--- config.mk ---
export PLATFORM = sky130hd
export DESIGN_NAME = trng_seq_ctrl
export DESIGN_NICKNAME = d
export VERILOG_FILES = /design/src/rtl/trng_ctrl_pkg.sv /design/src/rtl/trng_seq_cnt.sv /design/src/rtl/trng_seq_ctrl.sv
export SDC_FILE = /design/constraint.sdc
export NUM_CORES = 1
export LEC_CHECK = 0
export ABC_AREA = 1
export ABC_CLOCK_PERIOD_IN_PS = 8000
export BUFFER_PORTS_ARGS = -buffer_cell sky130_fd_sc_hd__buf_4
export CAP_MARGIN = 15
export CORE_ASPECT_RATIO = 2
export CORE_MARGIN = 4
export CORE_UTILIZATION = 40
export DETAILED_ROUTE_END_ITERATION = 16
export HOLD_SLACK_MARGIN = 0.08
export PLACE_DENSITY = 0.67
export SETUP_SLACK_MARGIN = 0.2
export SKIP_LAST_GASP = 1
export SYNTH_ARGS = -nofsm -noshare
export SYNTH_HDL_FRONTEND = slang
export SYNTH_HIERARCHICAL = 1
export SYNTH_SLANG_ARGS = --single-unit
--- constraint.sdc ---
create_clock -name clk -period 8 [get_ports clk]
set_clock_uncertainty 0.05 [all_clocks]
set_input_delay 1.6 -clock clk [delete_from_list [all_inputs] [get_ports clk]]
set_output_delay 1.6 -clock clk [all_outputs]
set_load 0.02 [all_outputs]
--- src/rtl/trng_ctrl_pkg.sv ---
// ============================================================================
// trng_ctrl_pkg : shared state encoding and buffer constants for the TRNG sequencer
// Revision: 1.0
// ============================================================================
`default_nettype none

package trng_ctrl_pkg;

    localparam logic [2:0] ST_IDLE    = 3'd0;
    localparam logic [2:0] ST_WARMUP  = 3'd1;
    localparam logic [2:0] ST_COLLECT = 3'd2;
    localparam logic [2:0] ST_PROCESS = 3'd3;
    localparam logic [2:0] ST_HOLD    = 3'd4;
    localparam logic [2:0] ST_ERROR   = 3'd5;

    localparam logic [2:0] BUF_LAST_ADDR = 3'd7;

endpackage

`default_nettype wire

--- src/rtl/trng_seq_cnt.sv ---
// ============================================================================
// trng_seq_cnt : loadable saturating up/down counter (warm-up and timeout)
// Revision: 1.0
// ============================================================================
`default_nettype none

module trng_seq_cnt #(
    parameter int CNT_W = 20
) (
    input  logic             clk,
    input  logic             rstn,
    input  logic             clr,
    input  logic             load,
    input  logic [CNT_W-1:0] load_val,
    input  logic             dec,
    input  logic             inc,
    output logic [CNT_W-1:0] cnt
);

    localparam logic [CNT_W-1:0] CNT_ONE = CNT_W'(1);

    always_ff @(posedge clk or negedge rstn) begin
        if (!rstn) begin
            cnt <= '0;
        end else if (clr) begin
            cnt <= '0;
        end else if (load) begin
            cnt <= load_val;
        end else if (dec && (cnt != '0)) begin
            cnt <= cnt - CNT_ONE;
        end else if (inc && (cnt != '1)) begin
            cnt <= cnt + CNT_ONE;
        end
    end

endmodule

`default_nettype wire

--- src/rtl/trng_seq_ctrl.sv ---
// ============================================================================
// trng_seq_ctrl : TRNG buffer sequencer (warm-up/collect/process/hold) and CPU arbiter
// Revision: 1.0
// ============================================================================
`default_nettype none

module trng_seq_ctrl
    import trng_ctrl_pkg::*;
#(
    parameter int CNT_W = 20
) (
    input  logic             clk,
    input  logic             rstn,
    input  logic             ctrl_en,
    input  logic             trng_drng_sel,
    input  logic [CNT_W-1:0] cfg_warmup,
    input  logic [CNT_W-1:0] cfg_timeout,
    output logic             src_en,
    input  logic             src_vld,
    output logic             buf_vld,
    input  logic             buf_ready,
    output logic             post_read,
    output logic             pp_req,
    input  logic             pp_done,
    output logic             rng_valid,
    input  logic             rng_ack,
    input  logic             cpu_req,
    input  logic             cpu_wr,
    input  logic [2:0]       cpu_addr,
    input  logic [31:0]      cpu_wdata,
    output logic             cpu_gnt,
    output logic             buf_read,
    output logic             buf_write,
    output logic [2:0]       buf_addr,
    output logic [31:0]      buf_datain,
    output logic             tmo_err,
    input  logic             err_clr,
    output logic [2:0]       state_o
);

    logic [2:0]       state;
    logic [2:0]       state_nxt;
    logic             sel_q;
    logic             abort;
    logic             timeout_hit;
    logic [CNT_W-1:0] cnt;
    logic             cnt_clr;
    logic             cnt_load;
    logic             cnt_dec;
    logic             cnt_inc;
    logic             src_en_nxt;
    logic             pp_req_nxt;
    logic             rng_valid_nxt;
    logic             post_read_nxt;
    logic             tmo_err_nxt;

    trng_seq_cnt #(
        .CNT_W (CNT_W)
    ) u_cnt (
        .clk      (clk),
        .rstn     (rstn),
        .clr      (cnt_clr),
        .load     (cnt_load),
        .load_val (cfg_warmup),
        .dec      (cnt_dec),
        .inc      (cnt_inc),
        .cnt      (cnt)
    );

    // A mode change mid-flow is treated like a disable: everything returns to IDLE.
    assign abort       = ~ctrl_en | (trng_drng_sel != sel_q);
    assign timeout_hit = ~trng_drng_sel & (cfg_timeout != '0) & (cnt == cfg_timeout);

    always_ff @(posedge clk or negedge rstn) begin
        if (!rstn) begin
            state     <= ST_IDLE;
            sel_q     <= 1'b0;
            src_en    <= 1'b0;
            pp_req    <= 1'b0;
            rng_valid <= 1'b0;
            post_read <= 1'b0;
            tmo_err   <= 1'b0;
        end else begin
            state     <= state_nxt;
            sel_q     <= trng_drng_sel;
            src_en    <= src_en_nxt;
            pp_req    <= pp_req_nxt;
            rng_valid <= rng_valid_nxt;
            post_read <= post_read_nxt;
            tmo_err   <= tmo_err_nxt;
        end
    end

    always_comb begin
        state_nxt = state;
        if (abort) begin
            state_nxt = ST_IDLE;
        end else begin
            case (state)
                ST_IDLE:    state_nxt = trng_drng_sel ? ST_COLLECT : ST_WARMUP;
                ST_WARMUP:  if (cnt == '0) state_nxt = ST_COLLECT;
                ST_COLLECT: begin
                    if (buf_ready)        state_nxt = ST_PROCESS;
                    else if (timeout_hit) state_nxt = ST_ERROR;
                end
                ST_PROCESS: if (pp_done) state_nxt = ST_HOLD;
                ST_HOLD:    if (rng_ack) state_nxt = ST_COLLECT;
                ST_ERROR:   if (err_clr) state_nxt = ST_IDLE;
                default:    state_nxt = ST_IDLE;
            endcase
        end
    end

    always_comb begin
        src_en_nxt    = ~trng_drng_sel &
                        ((state_nxt == ST_WARMUP) | (state_nxt == ST_COLLECT) |
                         (state_nxt == ST_PROCESS) | (state_nxt == ST_HOLD));
        pp_req_nxt    = (state_nxt == ST_PROCESS);
        rng_valid_nxt = (state_nxt == ST_HOLD);
        // Buffer is released on PROCESS exit, or when HOLD is aborted before software acks.
        post_read_nxt = ((state == ST_PROCESS) & (state_nxt != ST_PROCESS)) |
                        ((state == ST_HOLD) & (state_nxt == ST_IDLE));
        tmo_err_nxt   = tmo_err;
        if ((state == ST_COLLECT) && (state_nxt == ST_ERROR)) begin
            tmo_err_nxt = 1'b1;
        end else if ((state == ST_ERROR) && !abort && err_clr) begin
            tmo_err_nxt = 1'b0;
        end

        cnt_clr  = (state_nxt == ST_IDLE) | ((state_nxt == ST_COLLECT) & (state != ST_COLLECT));
        cnt_load = (state_nxt == ST_WARMUP) & (state != ST_WARMUP);
        cnt_dec  = (state == ST_WARMUP) & (state_nxt == ST_WARMUP);
        cnt_inc  = (state == ST_COLLECT) & (state_nxt == ST_COLLECT);

        buf_vld    = src_vld & ~trng_drng_sel & (state == ST_COLLECT) & ~buf_ready;
        cpu_gnt    = cpu_req & (state != ST_PROCESS);
        buf_read   = cpu_gnt & ~cpu_wr;
        buf_write  = cpu_gnt & cpu_wr & trng_drng_sel;
        buf_addr   = cpu_addr;
        buf_datain = cpu_wdata;
        state_o    = state;
    end

endmodule

`default_nettype wire
==> results of run 1 <==
## synth_stat cells, types with 2 or more instances
library cell,instances
nand2_2,6
buf_4,35
clkbuf_1,4
o22ai_1,3
o211ai_1,7
o21bai_1,3
nor3_2,3
nand3_1,35
dfrtp_1,29
buf_6,2
a21oi_1,19
nand4_1,4
o21ai_0,20
nor2_1,101
ha_1,18
nand2_1,207
nor3_1,6
xnor2_1,8
nand3b_1,3
o41ai_1,2
o21ai_1,6
inv_1,76
nor2_2,4
xor2_1,5
nand3_2,2
inv_2,7
## routing by layer
| layer | routed length (µm) | GRT usage |
|---|---|---|
| met5 | 0 | 0 |
| met4 | 559 | 0.1263 |
| met3 | 586 | 0.02731 |
| met2 | 6692 | 0.4367 |
| met1 | 3875 | 0.2086 |
## cell families after synthesis
family | share of synthesized area
and+or+nand+nor | 0.4290
buffers and inverters | 0.1680
xor gates and xnor gates | 0.03101
adders and majority gates | 0.06678
AOI/OAI and AO/OA | 0.1077
DFF | 0.1976
## power groups by stage
| stage | sequential [mW] | combinational, mW | clock [mW] |
|---|---|---|---|
| detailed placement | 0.163 | 0.118 | 0 |
| finish | 0.161 | 0.118 | 0.224 |
| CTS | 0.161 | 0.118 | 0.227 |
| global placement | 0.163 | 0.117 | 0 |
| floorplan | 0.163 | 0.0943 | 0 |
| global route | 0.162 | 0.131 | 0.234 |
## stage by stage
stage               setup WS [ns]  std cells
CTS                         2.720        761
global placement            2.511        753
global route                2.327        761
finish                      2.687        761
floorplan                   3.383        629
detailed placement          2.430        753
## path summary, 6_finish.rpt
kind	start	end	slack, ns
worst max-delay path	cfg_timeout[18]	u_cnt/cnt[13]	2.69
worst min-delay path	tmo_err	tmo_err	0.45
worst max register to register	u_cnt/cnt[19]	u_cnt/cnt[13]	3.58
worst min register to register	tmo_err	tmo_err	0.45
max in group asynchronous	rstn	u_cnt/cnt[14]	6.43
min in group asynchronous	rstn	pp_req	1.19
## worst max-delay path, stage by stage
cell and delay [ns]:
buf_4 0.11, inv_1 0.06, nand2_1 0.05, nand2_1 0.05
nand2_1 0.05, nor2_1 0.17, nand2_1 0.09, nor2_2 0.11
nand2_2 0.07, nand2_1 0.06, nand2_1 0.06, a21oi_1 0.24
nand3_1 0.15, nor2_1 0.30, nand2_4 0.12, inv_1 0.48
ha_1 0.42, nand2_1 0.12, nand3_1 0.24, a21oi_1 0.38
o21ai_0 0.13, nand2_1 0.07, nand3_1 0.12, nand2_1 0.11
nand2_1 0.05
## registers in the layout (all words and copies together), names as in the netlist
name / cells
src_en: 1
rng_valid: 1
sel_q: 1
post_read: 1
state_o: 3
u_cnt/cnt: 20
pp_req: 1
tmo_err: 1
## final cells by class
cell class | count | area, µm²
fillers | 968 | 4802
well taps | 102 | 127.6
clock buffers | 6 | 138.9
repair buffers | 63 | 473.0
inverters | 84 | 316.6
clock inverters | 2 | 37.54
multi-input cells | 475 | 2330
flip-flops and latches | 29 | 725.7
==> flow_metrics.py, run 1 <==
metrics = {
    "run_status": {
        "outcome": "completed",
    },
    "cells_and_area": {
        "stdcell_area_mm2": 0.004149,
        "layout_common_cells": "nand2_1 (207), nor2_1 (101), inv_1 (76)",
        "utilization": 0.4635,
        "final_common_cell": "nand2_1",
        "diodes": 0,
        "nNetsFinal": 763,
        "drive_gt1_frac": 0.1517,
        "area_growth_syn_to_layout_pct": 12.98,
    },
    "logic_synthesis": {
        "yosys.area.top_type_share": 0.2116,
        "ys_top_cells_by_area": "nand2_1 (21%), dfrtp_1 (20%), nor2_1 (10%)",
        "synth-async-reset-ratio": 1.000,
        "syn_area_per_cell_um2": 5.838,
        "ys.flop_type": "dfrtp_1",
        "ys_seq_area_frac": 0.1976,
        "synth_top_cell_by_area": "nand2_1",
        "ys_types": 40,
        "ys_ff_latch": 29,
        "syn_area_mm2": 0.003672,
        "syn-num-nets": 734,
        "synth_edf_count": 0,
        "ys_warn_count": 6,
        "synthCells": 629,
    },
    "place": {
        "placed_area_mm2": 0.003973,
        "routabilityCongestion": 1.016,
        "hpwlAfterDp_um": 9720,
        "io_buffers": 62,
    },
    "sta": {
        "drv_slew": 0,
        "period_share": 0.6641,
        "holdWs_ns": 0.4463,
        "setup_violations": 0,
        "tightest_slew_ns": 0.9302,
        "max_freq_ghz": 0.1882,
        "hold_viol": 0,
        "layout_min_cycle_time_ns": 5.313,
        "relSlewSlack": 0.3792,
        "fin_tns_setup_ns": 0,
        "rsz0062_at_grt": "no",
    },
    "drt": {
        "vias": 3941,
        "drtIter0Drc": 202,
        "drt-pass1-iter-count": 4,
        "drc": 0,
        "ant_nets": 0,
        "viasPerCell": 5.179,
        "wire_per_inst_um": 15.39,
        "drt_wl_total_um": 11710,
    },
    "clock_tree": {
        "cts_resized": 0,
        "cts-root-buf": "clkbuf_16",
        "clockBufferDepth": 2,
        "clock-sinks": 29,
        "postCtsHoldBufs": 0,
        "numCtsBuffers": 5,
        "cts_tree": "yes",
        "insertion_delay_ns": 0.28,
        "post_cts.repair.setup_buffers": 0,
        "clk_pin_slew_ns": 0.05,
        "htreeDepth": 2,
    },
    "floorplanning": {
        "die_w_um": 75.75,
        "fp.dieH_um": 143.5,
        "rows": 49,
        "io_pins": 133,
        "dieArea_mm2": 0.01087,
        "core_area_mm2": 0.008951,
        "initial_core_util": 0.4103,
    },
    "global_route": {
        "grt_pass1_vias": 3933,
        "track_usage": 0.2245,
        "grt_pass1_wl_um": 18390,
        "antenna_found_initial": 0,
        "grt_max_degree": 30,
        "grt_overflow": 0,
    },
    "setup_path": {
        "setup.worst_path.class": "in2reg",
        "cp_max_fo": 18,
        "cp-start-kind": "input port",
        "r2r_cells": 22,
        "required_ns": 8.12,
        "end_kind": "register",
        "cp.arrival_ns": 5.44,
    },
    "hold_path": {
        "min_path_cells": 1,
        "hold_path.class": "reg2reg",
    },
    "pwr": {
        "power.density_mw_per_mm2": 121.2,
        "peakVddDrop_uv": 87.85,
        "netSwitchingFraction": 0.2973,
        "p_seq_frac": 0.320,
        "combPwrFrac": 0.234,
        "leakage_nw": 2.282,
        "p_int_uw": 353.4,
        "total_power_uw": 502.9,
        "pwr-share-clk": 0.446,
        "switching_power_uw": 149.5,
    },
    "flow_run": {
        "maxCapViolCount": 0,
    },
}
Note: power is estimated with default switching activity, not from simulation.
==> run 2, diff against run 1 <==
ABC_CLOCK_PERIOD_IN_PS = 4300   (was 8000)
PLACE_DENSITY = 0.69   (was 0.67)
clock period = 4.3 ns   (was 8 ns; I/O delays follow)
==> run 2 against run 1 <==
Worst setup slack got worse by 2.2 ns. Sequential share of layout area shrank 1.1 points. Flip-flop and latch count unchanged. Combinational power is 97% higher. Non-clock buffer count up 28. Via count rose by 3.2%. Sequential power up 84%. Total power rose by 90%. Cell count rose by 3.7%. Critical endpoint is now u_cnt/cnt[19]. Largest power group unchanged. Highest routed layer unchanged.
==> flow_metrics.py, run 2 (same netlist as run 1, synthesis figures left out) <==
metrics = {
    "run_status": {
        "outcome": "completed",
    },
    "setup_path": {
        "required_ns": 4.42,
        "crit_cells": 30,
        "r2r-end": "u_cnt/cnt[13]",
        "crit_path_start": "cfg_timeout[19]",
        "reg2reg_slack_ns": 0.62,
        "critPathTopFamily": "simple AND/OR/NAND/NOR gates",
        "setup.worst_path.class": "in2reg",
        "crit_end": "u_cnt/cnt[19]",
        "slowest_delay_ns": 0.41,
        "cp.arrival_ns": 3.97,
        "critPathBufInv": 8,
        "r2r_start": "u_cnt/cnt[11]",
        "slowest_stage": "ha_2",
        "end_kind": "register",
        "r2r_cells": 29,
        "crit_top_cell": "nand2_1",
        "cp_max_fo": 10,
        "cp-start-kind": "input port",
    },
    "global_route": {
        "met3_usage": 0.02381,
        "grt_pass1_wl_um": 17860,
        "track_usage": 0.2178,
        "grt.busiest_layer": "met2",
        "grt_pass1_vias": 4018,
        "gr-usage-met2": 0.4231,
        "grt_max_degree": 30,
        "grt_overflow": 0,
        "antenna_found_initial": 0,
        "grt_use_met1": 0.1874,
    },
    "drt": {
        "drt-pass1-iter-count": 5,
        "ant_nets": 0,
        "wire_per_inst_um": 14.54,
        "drc": 0,
        "viasPerCell": 5.157,
        "vias": 4069,
        "drt_wl_total_um": 11470,
        "drtIter0Drc": 181,
    },
    "sta": {
        "tightest_slew_ns": 0.8385,
        "rsz0062_at_grt": "yes",
        "setup_slack_ns": 0.4460,
        "fin_tns_setup_ns": 0,
        "relSlewSlack": 0.4404,
        "setup_violations": 0,
        "period_share": 0.8963,
        "hold_viol": 0,
        "max_freq_ghz": 0.2595,
        "drv_slew": 0,
        "layout_min_cycle_time_ns": 3.854,
    },
    "cells_and_area": {
        "largest_reg_flops": 20,
        "layout_common_cells": "nand2_1 (205), nor2_1 (99), buf_4 (89)",
        "stdcell_area_mm2": 0.004436,
        "drive_gt1_frac": 0.2082,
        "area_growth_syn_to_layout_pct": 20.78,
        "diodes": 0,
        "top_register": "u_cnt/cnt",
        "final_common_cell": "nand2_1",
        "nNetsFinal": 791,
    },
    "clock_tree": {
        "htreeDepth": 2,
        "clk_pin_slew_ns": 0.05,
        "insertion_delay_ns": 0.28,
        "cts-root-buf": "clkbuf_16",
        "clockBufferDepth": 2,
        "post_cts.repair.setup_buffers": 0,
        "cts_tree": "yes",
        "clock-sinks": 29,
        "numCtsBuffers": 5,
    },
    "floorplanning": {
        "dieArea_mm2": 0.01087,
        "rows": 49,
        "core_area_mm2": 0.008951,
        "initial_core_util": 0.4103,
        "io_pins": 133,
        "fp.dieH_um": 143.5,
        "die_w_um": 75.75,
    },
    "pwr": {
        "combPwrFrac": 0.243,
        "netSwitchingFraction": 0.3037,
        "switching_power_uw": 290.7,
        "p_int_uw": 666.6,
        "leakage_nw": 2.434,
        "peakVddDrop_uv": 126.8,
        "pwr-share-clk": 0.448,
        "p_seq_frac": 0.309,
        "power.density_mw_per_mm2": 215.8,
    },
    "place": {
        "hpwlAfterDp_um": 9460,
        "routabilityCongestion": 0.9827,
        "dp_slack_ns": 0.09129,
        "io_buffers": 62,
        "placed_area_mm2": 0.004195,
    },
    "hold_path": {
        "hold_path.class": "in2async",
    },
    "flow_run": {
        "maxCapViolCount": 0,
    },
}
## run 2: layer usage
metal | vias up | wire length, µm
met5 | - | 0
met4 | 0 | 838
met3 | 53 | 512
met2 | 128 | 6501
met1 | 1825 | 3619
li1 | 2063 | -
## run 2: how the worst min path moves through the flow
| stage | start | endpoint | cells after the start |
|---|---|---|---|
| 2_1_floorplan | u_cnt/cnt[7] | u_cnt/cnt[7] | 2 |
| 3_3_place_gp | tmo_err | tmo_err | 1 |
| 3_5_place_dp | tmo_err | tmo_err | 1 |
| 4_1_cts | rstn | src_en | 1 |
| 5_1_grt | rstn | pp_req | 1 |
| 6_report | rstn | state_o[2] | 1 |
## run 2: layout make-up
class	instances	area, µm²
Inverter	84	316.6
Tap cell	102	127.6
Sequential cell	29	725.7
Fill cell	934	4516
Timing Repair Buffer	91	699.4
Multi-Input combinational cell	475	2390
Clock inverter	2	37.54
Clock buffer	6	138.9
## run 2: metrics by stage
step | cells | power (mW) | util | hold slack [ns]
floorplan | 629 | 0.4781 | - | 0.4823
global placement | 781 | 0.5279 | 0.4687 | 0.4309
detailed placement | 781 | 0.5314 | 0.4687 | 0.4555
CTS | 789 | 0.9625 | 0.4884 | 0.4638
global route | 789 | 1.001 | 0.4955 | 0.4882
finish | 789 | 0.9573 | 0.4955 | 0.4539
## run 2: worst reg2reg max path, delay by kind of cell, from the launching register on
kind                     cells  cell delay [ns]
AND/OR/NAND/NOR             19             1.63
buffers and inverters        6             0.66
flip-flops                   1             0.49
AO/OA/AOI/OAI                3             0.48
adder cells (fa/ha/maj)      1             0.28
## run 2: timing repair
action,in CTS,in global routing
hold buffers,0,0
setup endpoints to repair,0,8
resized for setup,0,16
endpoints found under the hold margin,0,0
## run 2: power groups by stage
stage,sequential (mW),clock [mW],combinational (mW)
finish,0.296,0.429,0.233
floorplan,0.303,0,0.175
global placement,0.300,0,0.228
global route,0.297,0.446,0.258
CTS,0.296,0.435,0.232
detailed placement,0.301,0,0.231
==> run 3, diff against run 2 <==
ABC_AREA = 0   (was 1)
CORE_UTILIZATION = 30   (was 40)
PLACE_DENSITY = unset   (was 0.69)
==> run 3 against run 2 <==
Global-route usage is 2.3 points lower. Critical path depth is 13 lower. Highest routed layer unchanged. Register-to-register slack worse by 0.31 ns. Core utilization is 5.9 points lower. Routed wire length is 13% higher. Synthesized area is 8.4% lower. Non-clock buffer count is 43 higher. Critical endpoint is now u_cnt/cnt[15].
==> flow_metrics.py, run 3 <==
metrics = {
    "setup_path": {
        "required_ns": 4.38,
        "cp.arrival_ns": 4.23,
        "cp_max_fo": 7,
        "cp-start-kind": "input port",
        "setup.worst_path.class": "in2reg",
        "end_kind": "register",
    },
    "cells_and_area": {
        "final_common_cell": "buf_4",
        "drive_gt1_frac": 0.4073,
        "fillCellCount": 1107,
        "multiInputGateArea_mm2": 0.002591,
        "largest_reg_flops": 20,
        "area_growth_syn_to_layout_pct": 42.28,
        "top_register": "u_cnt/cnt",
        "nNetsFinal": 622,
        "register_area_um2": 725.7,
        "layout_common_cells": "buf_4 (126), nor2_1 (36), nand2_1 (35)",
        "diodes": 0,
    },
    "sta": {
        "holdWs_ns": 0.4550,
        "tightest_slew_ns": 0.5925,
        "hold_viol": 0,
        "period_share": 0.9638,
        "rsz0062_at_grt": "yes",
        "drv_slew": 0,
        "max_freq_ghz": 0.2413,
        "setup_slack_ns": 0.1557,
        "setup_violations": 0,
        "layout_min_cycle_time_ns": 4.144,
        "relSlewSlack": 0.6050,
    },
    "floorplanning": {
        "die_w_um": 82.86,
        "initial_core_util": 0.3072,
        "rows": 54,
        "io_pins": 133,
        "dieArea_mm2": 0.01307,
        "fp.dieH_um": 157.7,
        "core_area_mm2": 0.01095,
    },
    "clock_tree": {
        "clock-sinks": 29,
        "clk_pin_slew_ns": 0.05,
        "clockBufferDepth": 2,
        "htreeDepth": 2,
        "cts_tree": "yes",
        "cts-root-buf": "clkbuf_16",
        "postCtsHoldBufs": 0,
        "insertion_delay_ns": 0.28,
        "numCtsBuffers": 5,
    },
    "logic_synthesis": {
        "ys_types": 64,
        "yosysMostFrequentCell": "buf_4",
        "syn-num-nets": 532,
        "synth_top_cell_by_area": "dfrtp_1",
        "synthCells": 427,
        "synth-async-reset-ratio": 1.000,
        "syn_area_per_cell_um2": 7.873,
        "ys_warn_count": 6,
        "yosys.area.top_type_share": 0.2159,
        "ys_seq_area_frac": 0.2159,
        "ys.flop_type": "dfrtp_1",
        "synth_edf_count": 0,
        "synth_commonest_cells": "buf_4 (38), nor2_1 (37), nand2_1 (36)",
        "ys_top_cells_by_area": "dfrtp_1 (22%), buf_4 (8.5%), ha_1 (6.7%)",
        "synth-compound-area-share": 0.2389,
        "synth-simple-area-share": 0.2505,
        "synth_top_family_by_area": "simple AND/OR/NAND/NOR gates",
        "synthXorXnorAreaFrac": 0.08597,
        "synth-adder-area-share": 0.07294,
        "muxShareOfSynthArea": 0.01824,
        "syn_area_mm2": 0.003362,
        "ys_ff_latch": 29,
    },
    "place": {
        "routabilityCongestion": 0.9591,
        "dp_slack_ns": -0.4524,
        "hpwlAfterDp_um": 10590,
        "io_buffers": 62,
    },
    "global_route": {
        "grt_pass1_wl_um": 20060,
        "grt_pass1_vias": 3839,
        "antenna_found_initial": 0,
        "track_usage": 0.1944,
        "grt_max_degree": 30,
        "grt_overflow": 0,
    },
    "hold_path": {
        "hold_path.class": "in2async",
    },
    "pwr": {
        "peakVddDrop_uv": 166.9,
        "power.density_mw_per_mm2": 195.3,
        "leakage_nw": 2.107,
    },
    "drt": {
        "drc": 0,
        "drt_wl_total_um": 13010,
        "ant_nets": 0,
        "drtIter0Drc": 246,
        "vias": 3699,
        "wire_per_inst_um": 19.77,
        "drt-pass1-iter-count": 5,
        "viasPerCell": 5.622,
    },
    "run_status": {
        "outcome": "completed",
    },
    "flow_run": {
        "maxCapViolCount": 0,
    },
}
## run 3: changes by cell type in the layout (fill, tap and decap cells not counted), sizes merged, moves of 7 or more
cell	before	now
a21o	1	10
xor2	5	25
nand3	38	10
inv	83	11
nor2	105	39
a21oi	21	30
o21ai	27	20
nor4	1	22
nand2	214	38
buf	91	134
## run 3: final cells by class
class / count / area share
timing repair buffer: 134 / 0.2166
clock buffer: 6 / 0.02903
timing repair inverter: 1 / 0.003400
tap: 140 / 0.03662
inverter: 13 / 0.01308
multi-input combinational: 333 / 0.5417
sequential: 29 / 0.1517
clock inverter: 2 / 0.007847
## run 3: worst max-delay path, stage by stage
cell and delay, ns:
buf_4 0.12, xor2_1 0.16, nor4_1 0.30, nand4_1 0.18
o21bai_1 0.22, a31oi_2 0.14, nor4_2 0.19, o21ai_2 0.13
bufinv_8 0.25, ha_1 0.25, a21oi_2 0.19, o211a_1 0.24
nor3_1 0.11, or3_4 0.40, a21oi_4 0.18, mux2i_2 0.25
a2111oi_2 0.05
## run 3: where the power goes
group	total, mW	switching [mW]	internal, mW
registers	0.295	0.0148	0.280
logic	0.221	0.120	0.101
clock network	0.419	0.130	0.289
## run 3: kinds of logic (layout without fill, tap and decap cells)
group,Yosys count,after routing
DFF,29,29
buffers and inverters,65,156
AOI/OAI and AO/OA,112,112
xor gates and xnor gates,33,33
and+or+nand+nor,163,163
adders and majority gates,19,19
muxes,6,6
## run 3: repair_timing
| item | 4_1_cts | 5_1_grt |
|---|---|---|
| pin swaps | 13 | 22 |
| gates cloned | 1 | 0 |
| setup endpoints to repair | 12 | 14 |
| buffers inserted | 4 | 5 |
| gates resized for setup | 21 | 44 |
| endpoints found under the hold margin | 0 | 0 |
## run 3: final timing paths
path | start | end | slack [ns] | depth (start not counted)
worst max-delay path | cfg_timeout[0] | u_cnt/cnt[15] | 0.16 | 17
worst min-delay path | rstn | u_cnt/cnt[2] | 0.45 | 1
worst max register to register | u_cnt/cnt[8] | u_cnt/cnt[17] | 0.31 | 16
worst min register to register | tmo_err | tmo_err | 0.47 | 2
max in group asynchronous | rstn | u_cnt/cnt[19] | 3.45 | 1
min in group clk | tmo_err | tmo_err | 0.47 | 2
## run 3: metrics by stage
stage               setup TNS [ns]    util  total power, mW  std cells  cell area [µm²]
floorplan                  -0.2713       -           0.4469        427             3466
global placement            -2.884  0.3853           0.5008        640             4218
detailed placement          -3.741  0.3853           0.5030        640             4218
CTS                              0  0.4128           0.9243        653             4518
global route              -0.02636  0.4370           0.9684        658             4783
finish                           0  0.4370           0.9341        658             4783
## run 3: metal layers
metal  part of all wire  track usage  vias up
met3              0.045      0.02969       67
met4              0.070       0.1364        0
met5                  0            0        -
met1               0.32       0.1689     1763
met2               0.57       0.3943      152
li1                   -            -     1717
